### src/rtl/rand_stream_pkg.sv
// Shared constants and types for the random-backpressure stream slave.
// Holds the LFSR polynomial, the default seed and the ready-FSM state encoding.
package rand_stream_pkg;

  localparam int unsigned LfsrWidth = 16;

  // Right-shifting Fibonacci form of x^16+x^14+x^13+x^11+1 (feedback from bits 0,2,3,5).
  localparam logic [LfsrWidth-1:0] LfsrTaps = 16'h002D;

  localparam logic [LfsrWidth-1:0] LfsrSeedDefault = 16'hACE1;

  typedef enum logic {
    StWait,
    StReady
  } state_e;

  function automatic logic [LfsrWidth-1:0] lfsr_next(input logic [LfsrWidth-1:0] s);
    return {^(s & LfsrTaps), s[LfsrWidth-1:1]};
  endfunction

endpackage

### src/rtl/lfsr_16.sv
// Seeded 16-bit Fibonacci LFSR that advances one step per cycle while en_i is high.
// Never reaches the all-zero lock-up state from a non-zero seed.
module lfsr_16
  import rand_stream_pkg::*;
#(
  parameter logic [LfsrWidth-1:0] Seed = LfsrSeedDefault
) (
  input  logic                 clk_i,
  input  logic                 rst_ni,
  input  logic                 en_i,
  output logic [LfsrWidth-1:0] state_o
);

  logic [LfsrWidth-1:0] state_d, state_q;

  always_comb begin
    state_d = state_q;
    if (en_i) begin
      state_d = lfsr_next(state_q);
    end
  end

  always_ff @(posedge clk_i or negedge rst_ni) begin
    if (!rst_ni) begin
      state_q <= Seed;
    end else begin
      state_q <= state_d;
    end
  end

  assign state_o = state_q;

endmodule

### src/rtl/rand_stream_slv.sv
// Valid/ready stream consumer with LFSR-drawn stall cycles after each accepted beat,
// beat capture and counting, and sticky checks for master-side protocol violations.
module rand_stream_slv
  import rand_stream_pkg::*;
#(
  parameter type                   data_t          = logic,
  parameter int unsigned           MIN_WAIT_CYCLES = 0,
  parameter int unsigned           MAX_WAIT_CYCLES = 0,
  parameter logic [LfsrWidth-1:0]  LFSR_SEED       = LfsrSeedDefault,
  parameter int unsigned           CNT_WIDTH       = 32
) (
  input  logic                 clk_i,
  input  logic                 rst_ni,
  input  data_t                data_i,
  input  logic                 valid_i,
  output logic                 ready_o,
  input  logic                 clr_i,
  output data_t                data_o,
  output logic                 data_valid_o,
  output logic [CNT_WIDTH-1:0] beat_cnt_o,
  output logic                 err_drop_o,
  output logic                 err_stable_o
);

  localparam int unsigned WaitRange = MAX_WAIT_CYCLES - MIN_WAIT_CYCLES + 1;
  localparam int unsigned CntW      = (MAX_WAIT_CYCLES > 0) ? $clog2(MAX_WAIT_CYCLES + 1) : 1;

  typedef logic [CntW-1:0] cnt_t;

  if (MAX_WAIT_CYCLES < MIN_WAIT_CYCLES) begin : gen_bad_range
    $error("rand_stream_slv: MAX_WAIT_CYCLES must not be less than MIN_WAIT_CYCLES");
  end

  if (LFSR_SEED == '0) begin : gen_bad_seed
    $error("rand_stream_slv: LFSR_SEED must be non-zero");
  end

  logic                 hs;
  logic [LfsrWidth-1:0] lfsr;
  logic [31:0]          draw;

  state_e state_d, state_q;
  cnt_t   cnt_d, cnt_q;

  data_t                cap_q;
  logic                 cap_valid_q;
  logic [CNT_WIDTH-1:0] beat_cnt_d, beat_cnt_q;
  logic                 err_drop_d, err_drop_q;
  logic                 err_stable_d, err_stable_q;
  logic                 pend_q;
  data_t                data_prev_q;

  assign ready_o = (state_q == StReady);
  assign hs      = valid_i & ready_o;

  // The stall sequence depends only on the handshake count, not on master timing.
  lfsr_16 #(
    .Seed (LFSR_SEED)
  ) u_lfsr (
    .clk_i   (clk_i),
    .rst_ni  (rst_ni),
    .en_i    (hs),
    .state_o (lfsr)
  );

  assign draw = MIN_WAIT_CYCLES + (32'(lfsr) % WaitRange);

  always_comb begin
    state_d = state_q;
    cnt_d   = cnt_q;
    unique case (state_q)
      StWait: begin
        if (cnt_q == '0) begin
          state_d = StReady;
        end else begin
          cnt_d = cnt_q - cnt_t'(1);
        end
      end
      StReady: begin
        // The cycle spent leaving StWait counts as one stall, hence draw-1.
        if (hs && (draw != '0)) begin
          state_d = StWait;
          cnt_d   = cnt_t'(draw - 32'd1);
        end
      end
      default: state_d = StWait;
    endcase
  end

  always_ff @(posedge clk_i or negedge rst_ni) begin
    if (!rst_ni) begin
      state_q <= StWait;
      cnt_q   <= cnt_t'(MIN_WAIT_CYCLES);
    end else begin
      state_q <= state_d;
      cnt_q   <= cnt_d;
    end
  end

  always_comb begin
    beat_cnt_d   = beat_cnt_q;
    err_drop_d   = err_drop_q;
    err_stable_d = err_stable_q;
    if (hs) begin
      beat_cnt_d = beat_cnt_q + CNT_WIDTH'(1);
    end
    if (pend_q && !valid_i) begin
      err_drop_d = 1'b1;
    end
    if (pend_q && valid_i && (data_i != data_prev_q)) begin
      err_stable_d = 1'b1;
    end
    if (clr_i) begin
      beat_cnt_d   = '0;
      err_drop_d   = 1'b0;
      err_stable_d = 1'b0;
    end
  end

  always_ff @(posedge clk_i or negedge rst_ni) begin
    if (!rst_ni) begin
      cap_q        <= '0;
      cap_valid_q  <= 1'b0;
      beat_cnt_q   <= '0;
      err_drop_q   <= 1'b0;
      err_stable_q <= 1'b0;
      pend_q       <= 1'b0;
      data_prev_q  <= '0;
    end else begin
      cap_valid_q  <= hs;
      if (hs) begin
        cap_q <= data_i;
      end
      beat_cnt_q   <= beat_cnt_d;
      err_drop_q   <= err_drop_d;
      err_stable_q <= err_stable_d;
      pend_q       <= valid_i & ~ready_o;
      data_prev_q  <= data_i;
    end
  end

  assign data_o       = cap_q;
  assign data_valid_o = cap_valid_q;
  assign beat_cnt_o   = beat_cnt_q;
  assign err_drop_o   = err_drop_q;
  assign err_stable_o = err_stable_q;

endmodule

### config.mk
export PLATFORM = sky130hd
export DESIGN_NAME = rand_stream_slv
export DESIGN_NICKNAME = d
export VERILOG_FILES = /design/src/rtl/rand_stream_pkg.sv /design/src/rtl/lfsr_16.sv /design/src/rtl/rand_stream_slv.sv
export SDC_FILE = /design/constraint.sdc
export NUM_CORES = 1
export LEC_CHECK = 0
export CAP_MARGIN = 20
export CORE_MARGIN = 3
export CORE_UTILIZATION = 50
export DETAILED_ROUTE_END_ITERATION = 7
export HOLD_SLACK_MARGIN = 0.03
export PLACE_DENSITY_LB_ADDON = 0.1
export SLEW_MARGIN = 20
export SYNTH_ARGS = -nofsm -noshare
export SYNTH_HDL_FRONTEND = slang
export SYNTH_SLANG_ARGS = --single-unit
### constraint.sdc
create_clock -name clk_i -period 1.9 [get_ports clk_i]
set_input_delay 0.19 -clock clk_i [delete_from_list [all_inputs] [get_ports clk_i]]
set_output_delay 0.19 -clock clk_i [all_outputs]
set_load 0.005 [all_outputs]
Word-level counts from Yosys, hierarchy flattened
Cells that the tools add are included.
{"block": "op_classes", "n_addsub": 2, "n_mul": 0, "n_div": 0, "order_cmp": 0, "eq_ne": 1, "shift": 0, "muxes": 10, "n_bitwise": 3, "n_reduce_logical": 7}
{"operator": "two-way mux 32 bit", "count": 2}
{"operator": "adder 32 x 1 -> 32 bit, second input constant", "count": 1}
{"operator": "two-way mux 1 bit", "count": 7}
{"operator": "nonzero test 2 bit", "count": 3}
{"operator": "logical AND 1 bit", "count": 3}
{"operator": "bitwise AND 1 bit", "count": 2}
{"operator": "one-hot mux 1 bit (2 select lines)", "count": 1}
{"operator": "zero test 1 bit", "count": 1}
{"operator": "inequality test 1 bit", "count": 1}
{"operator": "NOT 1 bit", "count": 1}
{"operator": "subtractor 1 bit, second input constant", "count": 1}
{"block": "word_totals", "reg_bits": 40, "latch_bits": 0, "ramBits": 0, "romBits": 0, "out_inout_bits": 37, "word_cells": 32, "mem_count": 0}

Longest topological paths before layout
{"block": "logic_depth", "ltp_word": 4, "ltp_mapped": 7, "depth_no_buf": 5}

Worst setup path before layout
OpenSTA, ideal clock, no wires.
{"block": "synth_timing", "path_type": "flip-flop to flip-flop", "start": "register beat_cnt_q[0], in the netlist beat_cnt_o[0]", "end": "register beat_cnt_q[26], in the netlist beat_cnt_o[26]", "setup_ps": 78, "arrival_time_ps": 1657, "t_required_ps": 1822, "slack_ps": 165, "stages_incl_launch_ff": 7, "n_path_buf": 1, "cell_sequence": "dfrtp_1 -> ha_1 -> and4_1 -> buf_2 -> nand4_1 -> or4_1 -> a21oi_1"}
{"block": "synth_via", "elab_chain_len": 3}
{"item": "start, declared", "line": "rand_stream_slv.sv:47", "rtl": "logic [CNT_WIDTH-1:0] beat_cnt_d, beat_cnt_q;"}
{"item": "start signal, assigned", "line": "rand_stream_slv.sv:134", "rtl": "beat_cnt_q <= beat_cnt_d;"}
{"item": "adder 32 x 1 -> 32 bit", "line": "rand_stream_slv.sv:105", "rtl": "beat_cnt_d = beat_cnt_q + CNT_WIDTH'(1);"}
{"item": "two-way mux 32 bit", "line": "rand_stream_slv.sv:104", "rtl": "if (hs) begin"}
{"item": "two-way mux 32 bit", "line": "rand_stream_slv.sv:113", "rtl": "if (clr_i) begin"}
Every way passes these cells. The select of a mux whose other input is x is not followed.
A chain may end at the register's enable or synchronous reset.

Worst setup path after layout
{"block": "layout_timing", "start": "register beat_cnt_q[0], in the netlist beat_cnt_o[0]", "end": "register beat_cnt_q[28], in the netlist beat_cnt_o[28]"}
Same word-level chain as after synthesis.

==> results_dict.tcl <==
set metrics [dict create \
    rr_endpoint "beat_cnt_o[28]" \
    core_area_um2 3521 \
    rows 21 \
    die_h_um 68.20 \
    cts_tree "done" \
    gp_congestion 0.8219 \
    synth_xor_area_frac 0.04981 \
    synth_compound_area_frac 0.1410 \
    slew_viol_final 0 \
    ir_drop_uv 485.4 \
    min_path_type "primary input to flip-flop" \
    total_power_w 0.001610 \
    p_switching_w 0.0003380 \
    crit_arrival_ns 2.05 \
    fin_util 0.7527 \
    syn_area_per_cell_um2 9.819 \
    grt.overflow.total 0 \
    dieWidth_um 68.20 \
    start_util 0.5494 \
    crit_fanout 6 \
    synth_area_leader_cell "dfrtp_1" \
    root_buffer "clkbuf_8" \
    fmax_ghz 0.5457 \
    cp-end-kind "flip-flop" \
    fin_crit_ns 1.833 \
    p_comb_frac 0.057 \
    drt-wirelength-per-cell_um 16.27 \
    synth_warnings 0 \
    regToRegSetupSlack_ns 0.07 \
    path_class "flip-flop to flip-flop" \
    final_cells 303 \
    io_pins 42 \
    pwr-share-clk 0.415 \
    numCtsBuffers 5 \
    clkTransAtPathRegs_ns 0.07 \
    place_area_um2 2481 \
    fin_nets 263 \
    postLayoutCellArea_um2 2650 \
    first_pass_iters 4 \
    yosysSeqAreaShare 0.5045 \
    final_layout_size_suffix_gt1_frac 0.1440 \
    clk_latency_ns 0.30 \
    antenna-diode-count 0 \
    ant_nets 0 \
    run_status "finished, final reports clean" \
    grt_pass1_vias 1688 \
    grt_antenna_before_repair 0 \
    cp-start-kind "flip-flop" \
    crit_end "beat_cnt_o[28]" \
    mostFrequentLayoutCell "clkdlybuf4s50_1" \
    grt_max_degree 29 \
    synthTopCellsByArea "dfrtp_1 50%, a21oi_1 5.4%, o31ai_1 4.7%" \
    crit_path_start "beat_cnt_o[0]" \
    h-tree-depth 2 \
    via_count 1795 \
    port_buffers 41 \
    tightest_slew_ns 0.5706 \
    drt-initial-drc-count 142 \
    fin_crit_sh 0.9645 \
    synthDistinctLibCells 31 \
    p_seq_frac 0.528 \
    routed_wl_um 4931 \
    die_area_um2 4651 \
    synthAdderAreaFrac 0.006468 \
    synth.top_cell.area_share 0.5045 \
    synth_nets 203 \
    synth_area_um2 1934 \
    power.density_nw_per_um2 607.5 \
    hold_viol 0 \
    finalSetupViolCount 0 \
    sw_frac_of_total 0.2099 \
    synth-simple-area-share 0.2497 \
    drv_cap 0 \
    mostFrequentLayoutCells "40 x clkdlybuf4s50_1, 39 x dfrtp_1, 21 x a21oi_1" \
    drc_errors 0 \
    clock_sinks 39 \
    dp_hpwl_um 3386 \
    maxSlewHeadroom 0.6196 \
    vias_per_cell 5.924 \
    cellInternalPower_w 0.001272 \
    synth_top_family_by_area "simple AND/OR/NAND/NOR gates" \
    cts_buffer_depth 2 \
    gr-usage-all-layers 0.2349 \
    grt_first_pass_wirelength_um 8010 \
    nFillCells 272 \
    finClkSkew_ns 0.01071 \
    netlist_instances 197 \
    r2r-start "beat_cnt_o[0]" \
    placed_cells 290 \
    r2r_cells 5 \
    ys_ff_latch 39 \
    p_leak_nw 1.091 \
    syn_to_final_growth_pct 37.00 \
    cp_data_required_time_ns 2.11 \
    synthMuxAreaShare 0.005821 \
]
==> cell type report <==
class                           instances  area, um^2  area share
Clock inverter                          1       30.03     0.01133
Multi-Input combinational cell        142       905.9      0.3418
Tap cell                               46       57.56     0.02172
Clock buffer                            6       72.57     0.02738
Timing Repair Buffer                   63       585.6      0.2210
Sequential cell                        39       975.9      0.3683
Inverter                                6       22.52    0.008499
==> synth_stat cells <==
cell type / n
a21oi_1: 21
buf_2: 3
o21ba_2: 2
dfrtp_1: 39
or3_1: 7
and4_1: 5
buf_4: 1
and2_1: 6
mux2_2: 1
nor4_1: 1
buf_6: 1
o21a_1: 1
and3_1: 3
nand4_1: 11
xnor2_1: 3
a31oi_1: 1
xor2_1: 8
nand3_1: 6
nor3_1: 1
or4_1: 12
nand4_4: 1
conb_1: 1
nor2_1: 13
clkbuf_1: 6
nand2_1: 15
inv_1: 6
ha_1: 1
o31ai_1: 12
o21ai_0: 7
o31a_1: 1
nand4_2: 1
==> layer usage <==
metal,GRT usage,share of wire,routed length [um],vias up
met1,0.3194,0.44,2189,889
met3,0.06404,0.053,263,6
met2,0.3526,0.49,2402,53
li1,-,-,-,847
met4,0.09677,0.015,75,0
met5,0,0,0,-
==> critical path, stage by stage, from the launching register on <==
cell and delay, ns:
dfrtp_1 0.40, ha_1 0.18, and4_4 0.23, nand4_1 0.23, or4_1 0.54, a21oi_1 0.16
==> power groups by stage <==
stage                     Sequential [W]  Combinational [W]  Clock (W)
final                           0.000850          0.0000922   0.000668
after CTS                       0.000850          0.0000879   0.000690
after floorplan                 0.000866          0.0000252          0
after detailed placement        0.000866          0.0000861          0
after global placement          0.000866          0.0000839          0
after global routing            0.000851           0.000102   0.000728
==> through the flow <==
stage | TNS (ns) | setup slack, ns | hold slack [ns]
3_3_place_gp | 0 | 0.003460 | 0.2079
2_1_floorplan | 0 | 0.1648 | -0.1056
4_1_cts | 0 | 0.05499 | 0.4074
6_report | 0 | 0.06747 | 0.4141
3_5_place_dp | -0.3761 | -0.07287 | 0.2199
5_1_grt | -0.009972 | -0.008800 | 0.4195
==> kinds of logic (layout without fill, tap and decap cells) <==
kind of cell	Yosys count	after routing
simple gates	82	83
compound gates	45	45
flops	39	39
buf+inv	17	76
xor+xnor	11	11
fa+ha+maj	1	1
other cells	1	1
mux	1	1
==> sequential cells by signal, summed over array words and instances, names as in the netlist <==
signal        cells
pend_q            1
beat_cnt_o       32
data_o            1
data_prev_q       1
err_stable_o      1
data_valid_o      1
ready_o           1
err_drop_o        1
==> worst min path at each step <==
stage | startpoint | end | slack (ns) | cells after the start
3_5_place_dp | rst_ni | beat_cnt_o[21] | 0.22 | 1
6_report | data_i | data_prev_q | 0.41 | 1
3_3_place_gp | rst_ni | beat_cnt_o[29] | 0.21 | 1
5_1_grt | data_i | data_prev_q | 0.42 | 1
2_1_floorplan | rst_ni | beat_cnt_o[0] | -0.11 | 0
4_1_cts | data_i | data_prev_q | 0.41 | 1
==> timing repair <==
| action | 4_1_cts | 5_1_grt |
|---|---|---|
| hold buffers | 1 | 0 |
| setup endpoints to repair | 0 | 12 |
| buffers inserted | 0 | 4 |
| endpoints found under the hold margin | 23 | 0 |
| gates resized for setup | 0 | 4 |
Note: power is estimated with default switching activity, not from simulation.
